--- src/rtl/afg_pkg.sv ---
// rtl/afg_pkg.sv - shared game constants, coordinate type and enemy shot FSM states
package afg_pkg;

  localparam logic [5:0] LEVEL_START = 6'b000001;
  localparam logic [5:0] LEVEL_1     = 6'b000010;
  localparam logic [5:0] LEVEL_2     = 6'b000100;

  localparam int SCREEN_W = 640;
  localparam int SCREEN_H = 480;

  typedef logic [9:0] coord_t;

  typedef enum logic {IDLE, ARMED} shot_state_t;

endpackage

--- src/rtl/enemy_shot_slot.sv ---
// rtl/enemy_shot_slot.sv - one missile slot: spawn, fall, retire at screen bottom or on clear
module enemy_shot_slot
  import afg_pkg::*;
#(
  parameter int SHOT_SPEED = 4,
  parameter int SHOT_Y_MAX = 479
) (
  input  logic   frame_clk,
  input  logic   Reset,
  input  logic   spawn,
  input  coord_t spawn_x,
  input  coord_t spawn_y,
  input  logic   clear,
  input  logic   flush,
  output logic   active,
  output coord_t x,
  output coord_t y
);

  // One extra bit so a missile near the bottom cannot wrap back to the top.
  logic [10:0] next_y;

  assign next_y = {1'b0, y} + 11'(SHOT_SPEED);

  always_ff @(posedge frame_clk or posedge Reset) begin
    if (Reset) begin
      active <= 1'b0;
      x      <= '0;
      y      <= '0;
    end else if (flush) begin
      active <= 1'b0;
      x      <= '0;
      y      <= '0;
    end else if (spawn) begin
      active <= 1'b1;
      x      <= spawn_x;
      y      <= spawn_y;
    end else if (active) begin
      if (clear || (next_y > 11'(SHOT_Y_MAX))) begin
        active <= 1'b0;
        y      <= '0;
      end else begin
        y <= next_y[9:0];
      end
    end
  end

endmodule

--- src/rtl/enemy_shot_ctrl.sv ---
// rtl/enemy_shot_ctrl.sv - per-enemy missile pool: fire timer FSM, lowest-free slot allocation
module enemy_shot_ctrl
  import afg_pkg::*;
#(
  parameter int NUM_SHOTS   = 4,
  parameter int FIRE_PERIOD = 60,
  parameter int SHOT_SPEED  = 4,
  parameter int SHOT_OFFSET = 30,
  parameter int SHOT_Y_MAX  = SCREEN_H - 1,
  parameter int MIN_FIRE_Y  = 40
) (
  input  logic                    frame_clk,
  input  logic                    Reset,
  input  logic [5:0]              level,
  input  logic [5:0]              jetlevel,
  input  logic                    enemy_alive,
  input  logic [9:0]              EnemyX,
  input  logic [9:0]              EnemyY,
  input  logic [NUM_SHOTS-1:0]    shot_clear,
  output logic [NUM_SHOTS-1:0]    shot_active,
  output logic [10*NUM_SHOTS-1:0] ShotX,
  output logic [10*NUM_SHOTS-1:0] ShotY,
  output logic                    fire_strobe
);

  localparam int             TW   = $clog2(FIRE_PERIOD);
  localparam logic [TW-1:0]  TMAX = TW'(FIRE_PERIOD - 1);

  shot_state_t          state, state_nx;
  logic [TW-1:0]        timer, timer_nx;
  logic                 fire_strobe_nx;
  logic                 idle_cond, flush, any_free, fire_due, muzzle_ok;
  logic [10:0]          muzzle_y;
  logic [NUM_SHOTS-1:0] free, spawn_vec;

  assign flush     = (level == LEVEL_START) || (level != jetlevel);
  assign idle_cond = flush || !enemy_alive;

  assign muzzle_y  = {1'b0, EnemyY} + 11'(SHOT_OFFSET);
  assign muzzle_ok = (muzzle_y <= 11'(SHOT_Y_MAX));

  // Slots retiring this frame are still active here, so they cannot be reloaded on the same edge.
  assign free     = ~shot_active;
  assign any_free = |free;
  assign fire_due = (state == ARMED) && !idle_cond && (timer == TMAX) && any_free;

  // Isolate the lowest set bit of the free mask.
  assign spawn_vec = (fire_due && muzzle_ok) ? (free & (~free + NUM_SHOTS'(1))) : '0;

  always_comb begin
    state_nx       = state;
    timer_nx       = timer;
    fire_strobe_nx = 1'b0;
    case (state)
      IDLE: begin
        timer_nx = '0;
        if (!idle_cond && (EnemyY >= coord_t'(MIN_FIRE_Y))) begin
          state_nx = ARMED;
        end
      end
      ARMED: begin
        if (idle_cond) begin
          state_nx = IDLE;
          timer_nx = '0;
        end else if (fire_due) begin
          timer_nx       = '0;
          fire_strobe_nx = muzzle_ok;
        end else if (timer != TMAX) begin
          timer_nx = timer + 1'b1;
        end
      end
      default: begin
        state_nx = IDLE;
        timer_nx = '0;
      end
    endcase
  end

  always_ff @(posedge frame_clk or posedge Reset) begin
    if (Reset) begin
      state       <= IDLE;
      timer       <= '0;
      fire_strobe <= 1'b0;
    end else begin
      state       <= state_nx;
      timer       <= timer_nx;
      fire_strobe <= fire_strobe_nx;
    end
  end

  for (genvar i = 0; i < NUM_SHOTS; i++) begin : g_slot
    enemy_shot_slot #(
      .SHOT_SPEED (SHOT_SPEED),
      .SHOT_Y_MAX (SHOT_Y_MAX)
    ) u_slot (
      .frame_clk (frame_clk),
      .Reset     (Reset),
      .spawn     (spawn_vec[i]),
      .spawn_x   (EnemyX),
      .spawn_y   (muzzle_y[9:0]),
      .clear     (shot_clear[i]),
      .flush     (flush),
      .active    (shot_active[i]),
      .x         (ShotX[10*i +: 10]),
      .y         (ShotY[10*i +: 10])
    );
  end

endmodule
--- config.mk ---
export PLATFORM = sky130hd
export DESIGN_NAME = enemy_shot_ctrl
export DESIGN_NICKNAME = d
export VERILOG_FILES = /design/src/rtl/afg_pkg.sv /design/src/rtl/enemy_shot_slot.sv /design/src/rtl/enemy_shot_ctrl.sv
export SDC_FILE = /design/constraint.sdc
export NUM_CORES = 1
export LEC_CHECK = 0
export CELL_PAD_IN_SITES_DETAIL_PLACEMENT = 1
export CELL_PAD_IN_SITES_GLOBAL_PLACEMENT = 2
export CORE_UTILIZATION = 33
export DETAILED_ROUTE_END_ITERATION = 6
export PLACE_DENSITY_LB_ADDON = 0.15
export SLEW_MARGIN = 20
export SYNTH_ARGS = -nofsm -noshare
export SYNTH_HDL_FRONTEND = slang
export SYNTH_SLANG_ARGS = --single-unit
--- constraint.sdc ---
create_clock -name frame_clk -period 10.62 [get_ports frame_clk]
set_input_delay 3.186 -clock frame_clk [delete_from_list [all_inputs] [get_ports frame_clk]]
set_output_delay 3.186 -clock frame_clk [all_outputs]
set_load 0.05 [all_outputs]
Word-level counts from Yosys, hierarchy flattened
Cells that the tools add are included.

cells by class
  add/sub/neg operators = 7
  $lt $le $gt $ge = 6
  eq/ne operators = 5
  mux-type cells = 51
  bitwise gates (word level) = 4
  reductions and logical operators = 22

operators by type and width
  cell                     count
  $mux W10                 24
  $add A10 B3 Y11 const B  4
  $gt A11 B9 Y1 const B    4
  $mux W1                  21
  $mux W6                  3
  $pmux W6 S2              1
  $reduce_bool A3 Y1       4
  $add A10 B5 Y11 const B  1
  $le A11 B9 Y1 const B    1
  $ge A10 B6 Y1 const B    1
  $not A4 Y4               2
  $reduce_bool A2 Y1       4
  $add A6 B1 Y6 const B    1
  $eq A6 B1 Y1 const B     1
  $eq A6 B6 Y1 const B     1
  $logic_or A1 B1 Y1       6
  $ne A6 B6 Y1             1
  $ne A6 B6 Y1 const B     1
  $logic_and A1 B1 Y1      5
  $add A4 B1 Y4 const B    1
  $and A4 B4 Y4            1
  $mux W4                  1
  $ne A4 B1 Y1 const B     1
  $reduce_or A4 Y1         1
  other kinds (3)          4

storage, ports and cells
  bits in registers = 92
  input port bits = 39
  output and inout bits = 85
  logic and storage cells = 110

Logic depth before layout (Yosys ltp)
Gate-level depths: netlist of the first run.

  depth in word-level cells = 11
  depth in mapped cells = 12
  gate-level depth less buffers = 8

Modules after synthesis
A second synthesis of the first run with hierarchy kept.

unflattened totals
  cells, all modules = 614
  area, all modules = 5889.4 µm²

by module, submodules not included
  module           times used  cells each  area each (µm²)  sequential area each (µm²)
  enemy_shot_slot  4           129         1267.5           525.5
  enemy_shot_ctrl  1           98          819.5            200.2

Least setup slack after synthesis of the first run
OpenSTA, ideal clock, no wires.

  path kind = input port to flip-flop
  start = input port EnemyY[1]
  end = register g_slot[1].u_slot.y[7]
  setup time = 77 ps
  arrival time = 5455 ps
  data required time = 10543 ps
  slack = 5088 ps
  stages on the path = 11
  buffers on the path = 3
  path through = buf_2 > inv_1 > ha_1 > nor3b_2 > o221ai_4 > and3_1 > buf_4 > a2111oi_4 > buf_6 > nand2_2 > a21oi_2

on the way
  word-level cells in the longest chain between the ends = 6
  elaborated cells on any way between the ends = 7
  classes of those cells = add/sub: 1; order compare: 1; mux: 3; reduce/logical: 2

RTL lines
  element                 line                   source
  start: declaration      enemy_shot_ctrl.sv:18  input logic [9:0] EnemyY,
  $add A10 B5 Y11 *       enemy_shot_ctrl.sv:39  assign muzzle_y = {1'b0, EnemyY} + 11'(SHOT_OFFSET);
  $le A11 B9 Y1           enemy_shot_ctrl.sv:40  assign muzzle_ok = (muzzle_y <= 11'(SHOT_Y_MAX));
  $logic_and A1 B1 Y1     enemy_shot_ctrl.sv:48  assign spawn_vec = (fire_due && muzzle_ok) ? (free & (~free + NUM_SHOTS'(1))) : '0;
  $mux W4                 enemy_shot_ctrl.sv:48
  $mux W10                enemy_shot_slot.sv:34  end else if (spawn) begin
  $mux W10                enemy_shot_slot.sv:30  end else if (flush) begin
  end signal: assignment  enemy_shot_slot.sv:37  y <= spawn_y;
  end signal: assignment  enemy_shot_slot.sv:43  y <= next_y[9:0];
  end: declaration        enemy_shot_slot.sv:17  output coord_t y

Every way passes the cells marked *; elsewhere a longest branch is shown, timed or not.
A chain may end at the register's enable or synchronous reset.

Worst setup path after layout of the first run
  start = input port EnemyY[1]
  end = register g_slot[1].u_slot.y[5]

The elaborated chain is that of the path after synthesis.

==> results.sh, run 1 <==
export IMPL_post_cts_buffers=0
export IMPL_hold_buffers=0
export IMPL_fin_crit_sh_pct=61.3
export IMPL_num_rows=47
export IMPL_path_max_fanout=19
export IMPL_viasPerCell=5.70
export IMPL_cts_tree="built"
export IMPL_place_ws_ps=3770
export IMPL_powerDensity_nw_per_um2=100
export IMPL_start_kind="primary input"
export IMPL_syn_inst=621
export IMPL_hold_viol_final=0
export IMPL_worst_r2r_path_depth=6
export IMPL_timing_final_crit_period_ps=6510
export IMPL_finClkSkew_ps=8.52
export IMPL_setup_viol=0
export IMPL_wirelength_mm=19.9
export IMPL_core_area_um2=16600
export IMPL_io_pin_count=124
export IMPL_cts_htree_levels=3
export IMPL_cp_arrival_ps=6710
export IMPL_setup_tns_ps=0
export IMPL_nets=778
export IMPL_cts_sinks=92
export IMPL_power_leakage_nw=2.85
export IMPL_yosysWarningCount=0
export IMPL_slew_headroom_pct=39.9
export IMPL_grt_overflow=0
export IMPL_status="finished clean"
export IMPL_cts_root_buf="clkbuf_16"
export IMPL_first_pass_iters=4
export IMPL_grt_max_degree=54
export IMPL_synth_area_um2=5610
export IMPL_tightest_slew_ps=898
export IMPL_final_layout_size_suffix_gt1_share_pct=8.05
export IMPL_place_inst=937
export IMPL_insertion_delay_ps=350
export IMPL_detailed_place_hpwl_mm=14.2
export IMPL_initial_utilization_pct=33.8
export IMPL_cts_made_buffers=9
export IMPL_place_gp_congestion=0.840
export IMPL_antenna_found_initial=0
export IMPL_n_antenna_cell=0
export IMPL_synth_top_cell_area_share_pct=41.0
export IMPL_synth_cell_types=73
export IMPL_die_x_um=132
export IMPL_yosysTopAreaCell="dfrtp_1"
export IMPL_maxCapViolations=0
export IMPL_routedWlPerCell_um=20.8
export IMPL_rrSetupSlack_ps=7550
export IMPL_drc=0
export IMPL_synth_edf_count=0
export IMPL_avgSynthCellArea_um2=9.03
export IMPL_end_kind="register"
export IMPL_drt_iter0_markers=266
export IMPL_syn_to_final_growth_pct=29.8
export IMPL_io_buffers=123
export IMPL_clk_pin_slew_ps=70
export IMPL_layout_setup_ws_ps=4110
export IMPL_ys_flop_type="dfrtp_1"
export IMPL_synth_fp_nets=671
export IMPL_track_usage_pct=23.4
export IMPL_rsz0062_at_grt="no"
export IMPL_worstSetupPathType="in2reg"
export IMPL_dieArea_um2=17500
export IMPL_final_cells=953
export IMPL_r2r_start="g_slot[1].u_slot.active"
export IMPL_layout_commonest_cell="clkdlybuf4s50_1"
export IMPL_slew_viol_final=0
export IMPL_ys_async_sr_fraction_pct=100
export IMPL_die_h_um=132
export IMPL_clock_fmax_ghz=0.154
export IMPL_hp_class="reg2reg"
export IMPL_cts_buffer_depth=2
export IMPL_num_vias=5428
export IMPL_cp_required_ps=10820
export IMPL_worstSetupEndpoint="g_slot[1].u_slot.y[5]"
export IMPL_ant_nets=0
export IMPL_hold_ws_ps=507
export IMPL_first_global_vias=5712
export IMPL_ctsResizeCount=0
export IMPL_cp_startpoint="EnemyY[1]"
export IMPL_synth_area_leaders="dfrtp_1, nand2_1, a21oi_1, nand3_1, xnor2_1"
export IMPL_synth_seq_cells=92
export IMPL_synth_seq_area_share_pct=41.0
export IMPL_grt_pass1_wl_mm=32.1
export IMPL_r2r_end="g_slot[1].u_slot.y[5]"
export IMPL_vdd_drop_max_mv=0.0686
export IMPL_layout_common_cells="clkdlybuf4s50_1, nand2_1, dfrtp_1"
-- layer usage --
layer	part of all wire, %	track usage, %	up-vias	wire [um]
met5	0	0	-	0
met4	1.7	7.34	0	347
met3	5.6	4.77	22	1120
met2	47	38.1	144	9320
met1	46	31.1	2750	9070
li1	-	-	2512	-
-- logic make-up after synthesis --
family          after synthesis  synth area share (%)
compound gates              173                  23.8
fa+ha+maj                    11                  2.45
simple gates                253                  22.6
mux                           4                 0.714
xor+xnor                     29                  4.53
flops                        92                  41.0
buf+inv                      59                  4.82
-- stage by stage --
stage               power (mW)  util (%)  cell area, um2
floorplan                0.388         -            5610
global placement         0.420      42.2            7000
detailed placement       0.422      42.2            7000
CTS                      0.738      43.9            7280
global route             0.755      43.9            7280
finish                   0.730      43.9            7280
-- how the worst min path moves through the flow --
stage / slack (ps) / endpoint / startpoint / depth (start not counted)
after floorplan: 480 / timer[0] / timer[0] / 1
after global placement: 480 / g_slot[3].u_slot.x[7] / g_slot[3].u_slot.x[7] / 2
after detailed placement: 480 / g_slot[0].u_slot.x[7] / g_slot[0].u_slot.x[7] / 1
after CTS: 510 / g_slot[3].u_slot.x[8] / g_slot[3].u_slot.x[8] / 2
after global routing: 530 / g_slot[3].u_slot.x[8] / g_slot[3].u_slot.x[8] / 2
final: 510 / g_slot[3].u_slot.x[8] / g_slot[3].u_slot.x[8] / 2
-- state kept, by name (all words and copies together), names as in the netlist --
register / cells
timer: 6
g_slot.u_slot.active: 4
g_slot.u_slot.x: 40
state: 1
fire_strobe: 1
g_slot.u_slot.y: 40
-- layout make-up --
cell class,instances,area (um2)
sequential,92,2300
timing repair buffer,130,1280
tap,220,275
clock buffer,11,243
multi-input combinational,470,3040
clock inverter,5,36.3
fill,1918,9300
inverter,25,95.1
-- power by group --
part           switching, mW  total (mW)  internal [mW]  leakage (nW)
Combinational         0.0418      0.0642         0.0224          1.42
Clock                  0.149       0.316          0.166         0.140
Sequential         0.0000408       0.350          0.350          1.29
Total                  0.191       0.730          0.539          2.85
-- critical path, cell delays in order --
cell and delay [ps]:
clkdlybuf4s50_1 800, inv_1 250, ha_1 390, o211ai_1 110
o21a_1 220, o211ai_1 720, a2111o_1 690, o311a_1 280
a211oi_1 50
-- cells in the mapped netlist, types with 4 or more instances --
cell	number
a21oi_2	8
o21ai_0	17
nand2_2	8
nand4_1	15
a22o_1	10
a32oi_1	15
nand3b_1	5
dfrtp_1	92
o2111ai_1	5
inv_1	25
a21bo_2	4
nand2b_1	5
o31ai_1	5
clkbuf_1	20
or3_1	6
xnor2_1	18
xor2_1	11
a211oi_1	7
and2_1	7
nor3_1	7
o211ai_1	11
ha_1	11
nor2_1	32
a21oi_1	44
mux2i_1	4
buf_2	5
and3_1	7
nand3_1	41
nand2_1	94
buf_4	5
(Power assumes the default switching activity.)
==> run 2: changes to the inputs <==
- CORE_UTILIZATION: 33 -> 31
- clock period: 10.62 -> 6.1 ns (I/O delays scaled with it)
==> run 2 against run 1 <==
Effect of this change: design area is 1.2% higher; combinational power is 78% higher; register-to-register slack worse by 4400 ps; power is 85% higher; sequential cell count stayed put; sequential power is 74% higher; clock skew is 2.3 ps lower; first-iteration DRC count is 27% lower; cell count is 1.0% higher.
==> results.sh, run 2 (same netlist as run 1, synthesis figures left out) <==
export IMPL_status="finished clean"
export IMPL_reg_top3="g_slot.u_slot.x x40, g_slot.u_slot.y x40, timer x6"
export IMPL_grt_pass1_wl_mm=32.3
export IMPL_initial_utilization_pct=32.1
export IMPL_hold_buffers=0
export IMPL_syn_to_final_growth_pct=31.4
export IMPL_timing_final_crit_period_ps=4720
export IMPL_layout_commonest_cell="clkdlybuf4s50_1"
export IMPL_total_power_mw=1.35
export IMPL_hp_class="reg2reg"
export IMPL_slew_headroom_pct=35.1
export IMPL_die_x_um=137
export IMPL_clock_fmax_ghz=0.212
export IMPL_cts_root_buf="clkbuf_16"
export IMPL_layout_common_cells="clkdlybuf4s50_1, nand2_1, dfrtp_1"
export IMPL_place_gp_congestion=0.846
export IMPL_hold_viol_final=0
export IMPL_insertion_delay_ps=350
export IMPL_setup_tns_ps=0
export IMPL_fin_crit_sh_pct=77.3
export IMPL_cts_sinks=92
export IMPL_vdd_drop_max_mv=0.133
export IMPL_power_leakage_nw=2.89
export IMPL_track_usage_pct=22.6
export IMPL_first_pass_iters=4
export IMPL_finClkSkew_ps=6.25
export IMPL_powerDensity_nw_per_um2=183
export IMPL_worstSetupPathType="in2reg"
export IMPL_io_buffers=123
export IMPL_num_rows=48
export IMPL_rsz0062_at_grt="no"
export IMPL_num_vias=5395
export IMPL_nets=783
export IMPL_dieArea_um2=18600
export IMPL_io_pin_count=124
export IMPL_viasPerCell=5.60
export IMPL_routedWlPerCell_um=20.4
export IMPL_maxCapViolations=0
export IMPL_path_max_fanout=19
export IMPL_antenna_found_initial=0
export IMPL_final_layout_size_suffix_gt1_share_pct=8.40
export IMPL_n_antenna_cell=0
export IMPL_start_kind="primary input"
export IMPL_cts_buffer_depth=2
export IMPL_clk_pin_slew_ps=60
export IMPL_ant_nets=0
export IMPL_first_global_vias=5723
export IMPL_grt_overflow=0
export IMPL_post_cts_buffers=0
export IMPL_drc=0
export IMPL_postLayoutCoreUtil_pct=42.2
export IMPL_grt_max_degree=56
export IMPL_cts_htree_levels=3
export IMPL_end_kind="register"
export IMPL_detailed_place_hpwl_mm=14.8
export IMPL_setup_viol=0
export IMPL_tightest_slew_ps=972
export IMPL_slew_viol_final=0
export IMPL_cts_made_buffers=9
export IMPL_cp_arrival_ps=4970
export IMPL_die_h_um=137
export IMPL_ctsResizeCount=0
export IMPL_hold_ws_ps=499
export IMPL_core_area_um2=17500
export IMPL_cts_tree="built"
export IMPL_cp_required_ps=6350
export IMPL_wirelength_mm=19.7
export IMPL_drt_iter0_markers=193
run 2: critical path, cell delays in order:
cell	delay [ps]
clkdlybuf4s50_1	460
inv_1	220
ha_1	290
nor3b_2	420
o221ai_4	250
and3_1	380
a2111o_1	680
o311a_1	230
a211oi_1	200
run 2: area by class of cell:
class                   instances  area [um2]
clock buffers                  13         260
flip-flops and latches         92        2300
repair buffers                135        1320
inverters                      25        95.1
multi-input cells             470        3040
fillers                      2004       10100
clock inverters                 3        68.8
well taps                     225         282
run 2: layer usage:
metal | vias to the layer above | GRT usage (%) | wire length, um
met1 | 2729 | 28.8 | 8600
met5 | - | 0 | 0
li1 | 2528 | - | -
met3 | 24 | 5.70 | 1150
met2 | 114 | 37.5 | 9540
met4 | 0 | 7.04 | 390
run 2: power breakdown:
| group | total, mW | switching (mW) | internal, mW |
|---|---|---|---|
| Sequential | 0.610 | 0.0000657 | 0.610 |
| Combinational | 0.114 | 0.0732 | 0.0405 |
| Clock | 0.625 | 0.242 | 0.383 |
| Total | 1.35 | 0.315 | 1.03 |
run 2: worst paths after layout:
| path | to | startpoint | slack [ps] | depth (start not counted) |
|---|---|---|---|---|
| max | g_slot[1].u_slot.y[5] | EnemyY[1] | 1380 | 9 |
| min | g_slot[3].u_slot.x[7] | g_slot[3].u_slot.x[7] | 500 | 2 |
| max reg2reg | g_slot[1].u_slot.y[5] | g_slot[1].u_slot.active | 3170 | 6 |
| min reg2reg | g_slot[3].u_slot.x[7] | g_slot[3].u_slot.x[7] | 500 | 2 |
| max in group asynchronous | g_slot[0].u_slot.y[8] | Reset | 3040 | 3 |
| min in group asynchronous | g_slot[2].u_slot.x[2] | Reset | 1980 | 2 |
run 2: metrics by stage:
step,instance area (um2),setup slack (ps),std cells
2_1_floorplan,5610,1880,621
3_3_place_gp,7040,1130,947
3_5_place_dp,7040,1010,947
4_1_cts,7370,1380,963
5_1_grt,7370,1140,963
6_report,7370,1380,963
==> RTL edit 1 (flow settings as in run 2) <==
`FIRE_PERIOD`: 60 -> 30.
--- a/src/rtl/enemy_shot_ctrl.sv
+++ b/src/rtl/enemy_shot_ctrl.sv
@@ -3,7 +3,7 @@
   import afg_pkg::*;
 #(
   parameter int NUM_SHOTS   = 4,
-  parameter int FIRE_PERIOD = 60,
+  parameter int FIRE_PERIOD = 30,
   parameter int SHOT_SPEED  = 4,
   parameter int SHOT_OFFSET = 30,
   parameter int SHOT_Y_MAX  = SCREEN_H - 1,
Formal check against the unedited RTL: same outputs for any inputs over 10 cycles, from zero or initial values and one cycle with Reset high; that may be too few to reach the edited logic, so the function may still have changed.
==> RTL edit 1 against run 2 <==
  * Count of clock-buffer cells in the layout is 4 lower
  * First-iteration DRC count is 34% higher
  * Area after synthesis fell by 4.1%
  * Utilization barely moved
  * Cell area shrank 4.2%
  * Synthesized cell count shrank 3.2%
  * Non-clock buffer count fell by 1
  * Clock power fell by 4.6%
  * Total power decreased by 3.5%
  * Setup slack got worse by 0.40 ns
  * Sequential cell count fell by 1
  * Wire length is 6.2% lower
==> RTL edit 1: results (changes against run 2) <==
[synthesis]
synthTopCellsByCount = nand2_1 (97), dfrtp_1 (91), a21oi_1 (46)
synth_compound_area_frac = 0.203  ; -0.0351
synth_nets = 651  ; -3.0%
synth_area_per_cell_sq_um = 8.95  ; -0.96%

[global_route]
track_usage = 0.215  ; -0.0115
grt_util_met1 = 0.296  ; +0.00705
grt_use_met3 = 0.0213  ; -0.0357
first_global_vias = 5333  ; -6.8%

[power]
p_int_uw = 971  ; -6.0%
power_switching_uw = 330  ; +4.7%
p_leak_nw = 2.73  ; -5.4%

[layout]
reg.largest.list = g_slot.u_slot.x: 40 flops, g_slot.u_slot.y: 40 flops, timer: 5 flops
clock_buffers = 9  ; -4
seq_share = 0.323  ; +0.0102
clkCellAreaFrac = 0.0450  ; +0.000368
final_util = 0.421  ; -0.000476
fin_nets = 755  ; -3.6%
multi_input_area_sq_mm = 0.00281  ; -7.6%
seq_cells = 91  ; -1.1%

[detailed_routing]
wl_met2_um = 8910  ; -6.6%
wl_per_cell_um = 19.9  ; -2.8%

[sta]
tightest_slew_ns = 0.868  ; -0.103 ns

[critical_path]
critical-path-slowest-cell = clkdlybuf4s50_1
slowest_delay_ns = 0.62  ; -0.06 ns

[placement]
placed_cell_area_sq_mm = 0.00674  ; -4.2%

[outcome]
status = finished clean

==> RTL edit 1: path summary, 6_finish.rpt <==
path,from,endpoint,slack [ns],depth (start not counted)
min in group asynchronous,Reset,g_slot[3].u_slot.y[4]$_DFFE_PP0P_,1.85,2
max in group asynchronous,Reset,g_slot[2].u_slot.y[8]$_DFFE_PP0P_,3.06,3
max,EnemyY[1],g_slot[1].u_slot.y[4]$_DFFE_PP0P_,0.99,10
min,g_slot[1].u_slot.x[3]$_DFFE_PP0P_,g_slot[1].u_slot.x[3]$_DFFE_PP0P_,0.50,2
max reg2reg,timer[1]$_DFFE_PP0P_,g_slot[1].u_slot.y[4]$_DFFE_PP0P_,3.25,9
min reg2reg,g_slot[1].u_slot.x[3]$_DFFE_PP0P_,g_slot[1].u_slot.x[3]$_DFFE_PP0P_,0.50,2
==> RTL edit 2 (flow settings as in run 2) <==
Made on the original files. One comparison of `timer` changes from == to >=.
--- a/src/rtl/enemy_shot_ctrl.sv
+++ b/src/rtl/enemy_shot_ctrl.sv
@@ -42,7 +42,7 @@
   // Slots retiring this frame are still active here, so they cannot be reloaded on the same edge.
   assign free     = ~shot_active;
   assign any_free = |free;
-  assign fire_due = (state == ARMED) && !idle_cond && (timer == TMAX) && any_free;
+  assign fire_due = (state == ARMED) && !idle_cond && (timer >= TMAX) && any_free;
 
   // Isolate the lowest set bit of the free mask.
   assign spawn_vec = (fire_due && muzzle_ok) ? (free & (~free + NUM_SHOTS'(1))) : '0;
Function: same outputs for any inputs over 10 cycles, from zero or initial values and one cycle with Reset high; that may be too few to reach the edited logic, so the function may still have changed.
==> RTL edit 2 against run 2 <==
  * Via count fell by 0.78%
  * Sequential cell count did not move
  * Global-route usage fell by 0.20 points
  * Register-to-register slack got worse by 0.12 ns
  * Largest power group is now registers
  * Setup slack got worse by 0.11 ns
  * Total power fell by 8.1%
  * Clock power fell by 16%
  * Wire length fell by 0.48%
  * Die area fell by 2.3%
  * Final cell count fell by 0.52%
  * Count of clock-buffer cells in the layout fell by 1
  * Cell area fell by 2.8%
  * Area after synthesis fell by 2.4%
==> RTL edit 2: results (changes against run 2) <==
[critical_path]
critPathMaxFanout = 12  ; -7
slowest_delay_ns = 0.74  ; +0.06 ns
reg2reg_from = g_slot[2].u_slot.y[2]$_DFFE_PP0P_
rr_worst_depth = 8  ; +2
r2r_setup_slack_ns = 3.05  ; -0.12 ns

[synthesis]
synth-xor-area-share = 0.0414  ; -0.00393
synth_area_per_cell_sq_um = 8.82  ; -2.4%
synth_compound_area_frac = 0.206  ; -0.0324
synth_area_leaders = dfrtp_1 (42%), nand2_1 (6.6%), nand3_1 (4.8%), a21oi_1 (3.1%), nor2_1 (2.9%)
synth_nets = 670  ; -0.15%
synthTopCellsByCount = nand2_1 (97), dfrtp_1 (92), nand3_1 (52)

[layout]
bufAreaShareNonClock = 0.179  ; about the same
fillers = 2026  ; +1.1%
drive_above_1_share = 0.0628  ; -0.0213
clock_buffers = 12  ; -1
stdcell_count = 958  ; -0.52%
inverters = 19  ; -24%
multi_input_cells = 476  ; +1.3%
seq_share = 0.322  ; +0.00912

[placement]
hpwl_um = 14400  ; -2.9%
dp_slack_ns = 0.894  ; -0.115 ns
placed_cell_area_sq_mm = 0.00690  ; -2.0%
gp_congestion = 0.811  ; -4.2%

[detailed_routing]
drt-initial-drc-count = 201  ; +4.1%
vias = 5353  ; -0.78%
wl_per_cell_um = 20.4  ; about the same

[outcome]
status = finished clean

[power]
seqPwrFrac = 0.494  ; +0.042
swShare = 0.254  ; +0.0203
comb_power_uw = 103  ; -9.6%

[hold_path]
hp-start = g_slot[3].u_slot.x[5]$_DFFE_PP0P_

[global_route]
grt_max_degree = 55  ; -1.8%
grt_pass1_wl_um = 31400  ; -2.9%
first_global_vias = 5633  ; -1.6%

[die]
die_w_um = 135  ; -1.2%

[sta]
fin_worst_skew_ns = 0.0114  ; +0.00510 ns
whs_ns = 0.506  ; +0.00632 ns
tightest_slew_ns = 0.793  ; -0.179 ns

RTL edit 2: cell types whose count changed in the layout (fill, tap and decap cells not counted), moves of 8 or more:
cell      change
a21oi_1      -10
a31oi_1       +8
nand3_1      +11
nor2_1        +8
a22oi_1       +8
a32oi_1      -15
o21ai_0      +14
a22o_1        -8
nand2_2       -9
o211ai_1     -10
RTL edit 2: worst reg2reg max path, cell delays in order, from the launching register on:
cell      delay (ns)
dfrtp_1         0.48
ha_1            0.30
and3_1          0.25
or3b_2          0.46
a2111o_1        0.41
o21ai_1         0.46
nor2_1          0.13
nand3_1         0.20
o221ai_1        0.19
RTL edit 2: how the worst max path moves through the flow:
stage / slack, ns / endpoint / depth (start not counted)
after floorplan: 1.88 / fire_strobe$_DFF_PP0_ / 1
after global placement: 1.04 / g_slot[0].u_slot.y[4]$_DFFE_PP0P_ / 10
after detailed placement: 0.89 / g_slot[0].u_slot.y[3]$_DFFE_PP0P_ / 10
after CTS: 1.27 / g_slot[2].u_slot.y[1]$_DFFE_PP0P_ / 10
after global routing: 1.02 / g_slot[2].u_slot.y[1]$_DFFE_PP0P_ / 10
final: 1.27 / g_slot[0].u_slot.y[3]$_DFFE_PP0P_ / 10
RTL edit 2: cells by family (layout without fill, tap and decap cells):
kind of cell             after synthesis  in the layout
AND/OR/NAND/NOR                      275            275
buffers and inverters                 53            165
adder cells (fa/ha/maj)               10             10
flip-flops                            92             92
multiplexers                           9              9
XOR/XNOR                              25             25
AO/OA/AOI/OAI                        157            157
RTL edit 2: routing by layer:
metal	vias up	routed length [um]	GRT usage
li1	2479	-	-
met1	2719	8550	0.282
met2	128	9580	0.377
met3	27	1090	0.0522
met4	0	371	0.0762
met5	-	0	0
